### src/rtl/demux16b2_buf_pkg.sv
// ============================================================================
// demux16b2_pkg : shared constants and helpers for the 1:2 buffered demux
// Rev 1.0
// ============================================================================
`default_nettype none

package demux16b2_pkg;

    localparam int WIDTH_DEF = 16;

    localparam logic SEL_A = 1'b0;
    localparam logic SEL_B = 1'b1;

    // Occupancy counters must represent 0..depth inclusive.
    function automatic int cnt_w(input int depth);
        return $clog2(depth) + 1;
    endfunction

endpackage

`default_nettype wire

### src/rtl/demux16b2_buf_if.sv
// ============================================================================
// demux16b2_buf_if : input stream plus two output channel handshakes
// Rev 1.0
// ============================================================================
`default_nettype none

interface demux16b2_buf_if
    import demux16b2_pkg::*;
#(
    parameter int WIDTH = WIDTH_DEF,
    parameter int DEPTH = 2
);
    localparam int CW = cnt_w(DEPTH);

    logic             IN_VALID;
    logic             IN_READY;
    logic [WIDTH-1:0] IN_DATA;
    logic             S;

    logic             A_VALID;
    logic             A_READY;
    logic [WIDTH-1:0] A_DATA;
    logic [CW-1:0]    A_CNT;

    logic             B_VALID;
    logic             B_READY;
    logic [WIDTH-1:0] B_DATA;
    logic [CW-1:0]    B_CNT;

    // Producer and consumers drive this side.
    modport master (
        output IN_VALID, IN_DATA, S, A_READY, B_READY,
        input  IN_READY, A_VALID, A_DATA, A_CNT, B_VALID, B_DATA, B_CNT
    );

    // The demux itself.
    modport slave (
        input  IN_VALID, IN_DATA, S, A_READY, B_READY,
        output IN_READY, A_VALID, A_DATA, A_CNT, B_VALID, B_DATA, B_CNT
    );

endinterface

`default_nettype wire

### src/rtl/demux16b2_buf_chan_fifo.sv
// ============================================================================
// chan_fifo : small per-channel FIFO with occupancy count and zeroed empty head
// Rev 1.0
// ============================================================================
`default_nettype none

module chan_fifo
    import demux16b2_pkg::*;
#(
    parameter int WIDTH = WIDTH_DEF,
    parameter int DEPTH = 2
) (
    input  wire logic                    CLK,
    input  wire logic                    RST_N,
    input  wire logic                    push,
    input  wire logic [WIDTH-1:0]        push_data,
    input  wire logic                    pop,
    output logic                         full,
    output logic                         valid,
    output logic [WIDTH-1:0]             head,
    output logic [cnt_w(DEPTH)-1:0]      cnt
);

    localparam int            AW     = $clog2(DEPTH);
    localparam int            CW     = cnt_w(DEPTH);
    localparam logic [CW-1:0] C_FULL = CW'(DEPTH);

    logic [WIDTH-1:0] r_mem [DEPTH];
    logic [AW-1:0]    r_wr_ptr;
    logic [AW-1:0]    r_rd_ptr;
    logic [CW-1:0]    r_cnt;

    logic w_push;
    logic w_pop;

    assign full   = (r_cnt == C_FULL);
    assign valid  = (r_cnt != '0);
    assign cnt    = r_cnt;
    assign head   = valid ? r_mem[r_rd_ptr] : '0;

    // Guard locally so a stray push at full or pop at empty cannot corrupt state.
    assign w_push = push && !full;
    assign w_pop  = pop && valid;

    always_ff @(posedge CLK or negedge RST_N) begin
        if (!RST_N) begin
            r_wr_ptr <= '0;
            r_rd_ptr <= '0;
            r_cnt    <= '0;
        end else begin
            if (w_push) r_wr_ptr <= r_wr_ptr + AW'(1);
            if (w_pop)  r_rd_ptr <= r_rd_ptr + AW'(1);
            case ({w_push, w_pop})
                2'b10:   r_cnt <= r_cnt + CW'(1);
                2'b01:   r_cnt <= r_cnt - CW'(1);
                default: r_cnt <= r_cnt;
            endcase
        end
    end

    // Storage needs no reset: the head is masked to zero whenever empty.
    always_ff @(posedge CLK) begin
        if (w_push) r_mem[r_wr_ptr] <= push_data;
    end

endmodule

`default_nettype wire

### src/rtl/demux16b2_buf.sv
// ============================================================================
// demux16b2_buf : steers one word stream into channel A or B FIFOs by S
// Rev 1.0
// ============================================================================
`default_nettype none

module demux16b2_buf
    import demux16b2_pkg::*;
#(
    parameter int WIDTH = WIDTH_DEF,
    parameter int DEPTH = 2
) (
    input  wire logic          CLK,
    input  wire logic          RST_N,
    demux16b2_buf_if.slave     bus
);

    logic w_a_full;
    logic w_b_full;
    logic w_accept;
    logic w_push_a;
    logic w_push_b;
    logic w_pop_a;
    logic w_pop_b;

    // Ready depends only on S and registered occupancy, never on consumer ready.
    assign bus.IN_READY = (bus.S == SEL_A) ? !w_a_full : !w_b_full;

    assign w_accept = bus.IN_VALID && bus.IN_READY;
    assign w_push_a = w_accept && (bus.S == SEL_A);
    assign w_push_b = w_accept && (bus.S == SEL_B);
    assign w_pop_a  = bus.A_VALID && bus.A_READY;
    assign w_pop_b  = bus.B_VALID && bus.B_READY;

    chan_fifo #(
        .WIDTH (WIDTH),
        .DEPTH (DEPTH)
    ) u_chan_a (
        .CLK       (CLK),
        .RST_N     (RST_N),
        .push      (w_push_a),
        .push_data (bus.IN_DATA),
        .pop       (w_pop_a),
        .full      (w_a_full),
        .valid     (bus.A_VALID),
        .head      (bus.A_DATA),
        .cnt       (bus.A_CNT)
    );

    chan_fifo #(
        .WIDTH (WIDTH),
        .DEPTH (DEPTH)
    ) u_chan_b (
        .CLK       (CLK),
        .RST_N     (RST_N),
        .push      (w_push_b),
        .push_data (bus.IN_DATA),
        .pop       (w_pop_b),
        .full      (w_b_full),
        .valid     (bus.B_VALID),
        .head      (bus.B_DATA),
        .cnt       (bus.B_CNT)
    );

endmodule

`default_nettype wire

### src/flat_wrapper.sv
// flat-port wrapper written by rule: the top's interface ports become plain ports
module demux16b2_buf_flat import demux16b2_pkg::*;
#(
    parameter int WIDTH = WIDTH_DEF,
    parameter int DEPTH = 2
)
  (CLK, RST_N, bus_IN_VALID, bus_IN_DATA, bus_S, bus_A_READY, bus_B_READY, bus_IN_READY, bus_A_VALID, bus_A_DATA, bus_A_CNT, bus_B_VALID, bus_B_DATA, bus_B_CNT);
  demux16b2_buf_if #(.WIDTH(WIDTH), .DEPTH(DEPTH)) bus_i ();
  input  wire logic CLK;
  input  wire logic RST_N;
  input wire logic [$bits(bus_i.IN_VALID)-1:0] bus_IN_VALID;
  input wire logic [$bits(bus_i.IN_DATA)-1:0] bus_IN_DATA;
  input wire logic [$bits(bus_i.S)-1:0] bus_S;
  input wire logic [$bits(bus_i.A_READY)-1:0] bus_A_READY;
  input wire logic [$bits(bus_i.B_READY)-1:0] bus_B_READY;
  output wire logic [$bits(bus_i.IN_READY)-1:0] bus_IN_READY;
  output wire logic [$bits(bus_i.A_VALID)-1:0] bus_A_VALID;
  output wire logic [$bits(bus_i.A_DATA)-1:0] bus_A_DATA;
  output wire logic [$bits(bus_i.A_CNT)-1:0] bus_A_CNT;
  output wire logic [$bits(bus_i.B_VALID)-1:0] bus_B_VALID;
  output wire logic [$bits(bus_i.B_DATA)-1:0] bus_B_DATA;
  output wire logic [$bits(bus_i.B_CNT)-1:0] bus_B_CNT;
  assign bus_i.IN_VALID = bus_IN_VALID;
  assign bus_i.IN_DATA = bus_IN_DATA;
  assign bus_i.S = bus_S;
  assign bus_i.A_READY = bus_A_READY;
  assign bus_i.B_READY = bus_B_READY;
  assign bus_IN_READY = bus_i.IN_READY;
  assign bus_A_VALID = bus_i.A_VALID;
  assign bus_A_DATA = bus_i.A_DATA;
  assign bus_A_CNT = bus_i.A_CNT;
  assign bus_B_VALID = bus_i.B_VALID;
  assign bus_B_DATA = bus_i.B_DATA;
  assign bus_B_CNT = bus_i.B_CNT;
  demux16b2_buf #(.WIDTH(WIDTH), .DEPTH(DEPTH)) u_core (.CLK(CLK), .RST_N(RST_N), .bus(bus_i));
endmodule
### config.mk
export PLATFORM = sky130hd
export DESIGN_NAME = demux16b2_buf_flat
export DESIGN_NICKNAME = d
export VERILOG_FILES = /design/src/rtl/demux16b2_buf_pkg.sv /design/src/rtl/demux16b2_buf_if.sv /design/src/rtl/demux16b2_buf_chan_fifo.sv /design/src/rtl/demux16b2_buf.sv /design/src/flat_wrapper.sv
export SDC_FILE = /design/constraint.sdc
export NUM_CORES = 1
export LEC_CHECK = 0
export ABC_AREA = 1
export CORE_MARGIN = 4
export CORE_UTILIZATION = 35
export DETAILED_ROUTE_END_ITERATION = 7
export PLACE_DENSITY = 0.63
export SLEW_MARGIN = 15
export SYNTH_ARGS = -nofsm -noshare
export SYNTH_HDL_FRONTEND = slang
export SYNTH_SLANG_ARGS = --single-unit
### constraint.sdc
create_clock -name CLK -period 2.6 [get_ports CLK]
set_input_delay 0.26 -clock CLK [delete_from_list [all_inputs] [get_ports CLK]]
set_output_delay 0.26 -clock CLK [all_outputs]
set_load 0.005 [all_outputs]
==> results.py <==
metrics = {
    "synthesis": {
        "ys_seq_area_frac": 0.7102,
        "synth_area_sq_um": 2988,
        "syn_inst": 236,
        "synthesis.yosys.warnings": 0,
        "avgSynthCellArea_sq_um": 12.66,
        "synth_cell_types": 21,
        "yosys_register_bits": 72,
        "synth_nets": 260,
    },
    "sta": {
        "period_needed_ns": 2.316,
        "rsz0062_at_grt": "no",
        "period_share": 0.8909,
        "setup_viol": 0,
        "maxSlewViolCount": 0,
        "hold_viol": 0,
        "tns_ns": 0,
        "fin_worst_skew_ns": 0.007212,
        "worst_pin_slew_ns": 0.7561,
        "slew_headroom": 0.4959,
        "fmax_mhz": 431.7,
        "setup_slack_ns": 0.2836,
    },
    "run": {
        "cap_violations": 0,
    },
    "clock_network": {
        "cts.sinks": 72,
        "h-tree-depth": 3,
        "cts_buffers": 9,
        "hold_buffers": 0,
        "post_cts_buffers": 0,
        "worstSkewPairLatency_ns": 0.34,
        "cts.path.max_buffers": 2,
        "path_clk_slew_ns": 0.08,
        "cts_resized": 0,
        "cts_tree": "built",
        "cts_root_buffer": "clkbuf_8",
    },
    "setup_path": {
        "worst_r2r_endpoint": "u_core.u_chan_b.cnt[1]$_DFFE_PN0P_",
        "cpPeakStageDelay_ns": 0.67,
        "r2r_start": "u_core.u_chan_b.cnt[1]$_DFFE_PN0P_",
        "slowest_stage": "dfrtp_1",
        "criticalPathCategory": "register to primary output",
        "reg2reg_depth": 7,
        "critPathCaptureType": "primary output",
        "critical_path.startpoint_type": "register",
        "cp_cell_sequence": "inv_6 > nand2_1 > a21oi_1 > clkdlybuf4s50_1",
        "crit_arrival_ns": 2.06,
        "rrSetupSlack_ns": 0.79,
        "crit_required_ns": 2.34,
        "critPathMaxFanout": 18,
    },
    "die": {
        "die_width_um": 100.4,
        "die_area_sq_um": 10080,
        "rows": 33,
        "die_height_um": 100.4,
        "initial_utilization": 0.3618,
        "core_area_sq_um": 8258,
        "io_pins": 61,
    },
    "pwr": {
        "peakVddDrop_v": 0.0004623,
        "powerDensity_nw_per_um2": 1100,
        "p_leak_nw": 1.417,
    },
    "placement": {
        "gp_congestion": 0.6738,
        "hpwl_um": 4086,
        "io_buffers": 60,
        "placed_area_sq_um": 3657,
        "place_ws_ns": 0.5918,
        "dp_cells": 395,
    },
    "global_routing": {
        "grt_use_total": 0.1336,
        "grt_pass1_vias": 1909,
        "grt-ovfl-total": 0,
        "antenna_found_initial": 0,
        "grt_max_degree": 20,
        "grt_pass1_wl_um": 9991,
    },
    "min_path": {
        "hp-class": "primary input to async pin",
    },
    "run_status": {
        "status": "finished clean",
    },
    "final_layout": {
        "area_delta_synth_final_pct": 29.44,
        "instances_no_fill": 411,
        "diodes": 0,
        "layout.nets": 325,
        "final_area_sq_um": 3867,
        "nFillCells": 750,
        "drive_gt1_frac": 0.1601,
        "final_core_util": 0.4683,
        "multi_input_area_sq_um": 706.9,
        "regArea_sq_um": 2122,
    },
    "detailed_routing": {
        "vias_per_cell": 4.637,
        "wl_per_cell_um": 15.09,
        "drtIter0Drc": 95,
        "drt_pass1_iterations": 4,
        "wirelength_um": 6201,
        "via_count": 1906,
        "drtAntennaViolNets": 0,
        "drc": 0,
    },
}
==> metrics by stage <==
step | power (mW) | hold slack (ns)
2_1_floorplan | 2.555 | -0.03559
3_3_place_gp | 3.355 | 0.4551
3_5_place_dp | 3.392 | 0.4585
4_1_cts | 4.329 | 0.2125
5_1_grt | 4.550 | 0.2395
6_report | 4.255 | 0.2141
==> Yosys cell counts <==
cell / number / area [sq um]
buf_4: 2 / 15.01
nand2_2: 2 / 12.51
nor2_4: 2 / 22.52
a21oi_2: 18 / 157.7
nor2_1: 2 / 7.510
nand4_1: 4 / 25.02
nand3_1: 2 / 10.01
nand2_1: 83 / 311.6
o21ai_0: 1 / 5.000
o21ai_1: 1 / 5.000
inv_2: 4 / 15.01
edfxtp_1: 64 / 1922
inv_1: 13 / 48.80
inv_6: 2 / 17.52
nor2_2: 2 / 12.51
xnor2_1: 2 / 17.52
dfrtp_1: 8 / 200.2
buf_6: 6 / 67.56
ha_1: 2 / 25.02
a21oi_1: 14 / 70.07
nand3_2: 2 / 20.02
==> state kept, by name (all words and copies together), names as in the netlist <==
register / count
u_core.u_chan_a.r_rd_ptr: 1
u_core.u_chan_a.cnt: 2
u_core.u_chan_b.cnt: 2
u_core.u_chan_b.r_rd_ptr: 1
u_core.u_chan_b.r_wr_ptr: 1
u_core.u_chan_a.r_wr_ptr: 1
u_core.u_chan_a.r_mem: 32
u_core.u_chan_b.r_mem: 32
==> worst max-delay path, delay by kind of cell, from the launching register on <==
family,cells,cell delay [ns]
DFF,1,0.67
and+or+nand+nor,1,0.07
buffers and inverters,2,0.80
AOI/OAI and AO/OA,1,0.17
==> kinds of logic after synthesis <==
logic type	count (synthesis)	share of synthesized area
buffers and inverters	27	0.05486
flip-flops	72	0.7102
XOR/XNOR	2	0.005864
AO/OA/AOI/OAI	34	0.07956
AND/OR/NAND/NOR	99	0.1411
adder cells (fa/ha/maj)	2	0.008374
==> layout make-up <==
| cell class | instances | share of cell area |
|---|---|---|
| timing repair buffer | 62 | 0.1592 |
| inverter | 19 | 0.02103 |
| tap | 105 | 0.03397 |
| clock buffer | 9 | 0.03203 |
| clock inverter | 7 | 0.02232 |
| multi-input combinational | 137 | 0.1828 |
| sequential | 72 | 0.5487 |
==> per-layer routing <==
layer / wire length, um / track usage / share of wire
met1: 2650 / 0.1731 / 0.43
met4: 41 / 0.03316 / 0.0066
met5: 0 / 0 / 0
met3: 335 / 0.04656 / 0.054
met2: 3174 / 0.2156 / 0.51
==> cells in the final DEF (no fill, tap or decap), types with 3 or more instances in the layout <==
master and instances:
inv_1 13, a21oi_1 14, a21oi_2 18, dfrtp_1 8
nor2_2 4, clkdlybuf4s50_1 60, clkinv_1 3, edfxtp_1 64
nand4_1 4, inv_2 4, nand2_1 83, clkbuf_8 9
==> worst max path at each step <==
stage	startpoint	end	slack (ns)	cells after the start
finish	u_core.u_chan_a.r_rd_ptr$_DFFE_PN0P_	bus_A_DATA[2]	0.28	4
global route	u_core.u_chan_b.r_rd_ptr$_DFFE_PN0P_	bus_B_DATA[2]	0.1	4
CTS	u_core.u_chan_b.r_rd_ptr$_DFFE_PN0P_	bus_B_DATA[4]	0.21	4
detailed placement	u_core.u_chan_b.r_rd_ptr$_DFFE_PN0P_	bus_B_DATA[4]	0.59	4
global placement	u_core.u_chan_b.r_rd_ptr$_DFFE_PN0P_	bus_B_DATA[4]	0.63	4
floorplan	u_core.u_chan_b.cnt[0]$_DFFE_PN0P_	u_core.u_chan_b.r_mem[1][0]$_DFFE_PP_	0.84	4
==> where the power goes <==
part	switching (mW)	internal, mW	leakage [nW]
Combinational	0.815	0.850	0.638
Clock	0.396	0.530	0.0980
Sequential	0.202	1.46	0.681
(Power assumes the default switching activity.)
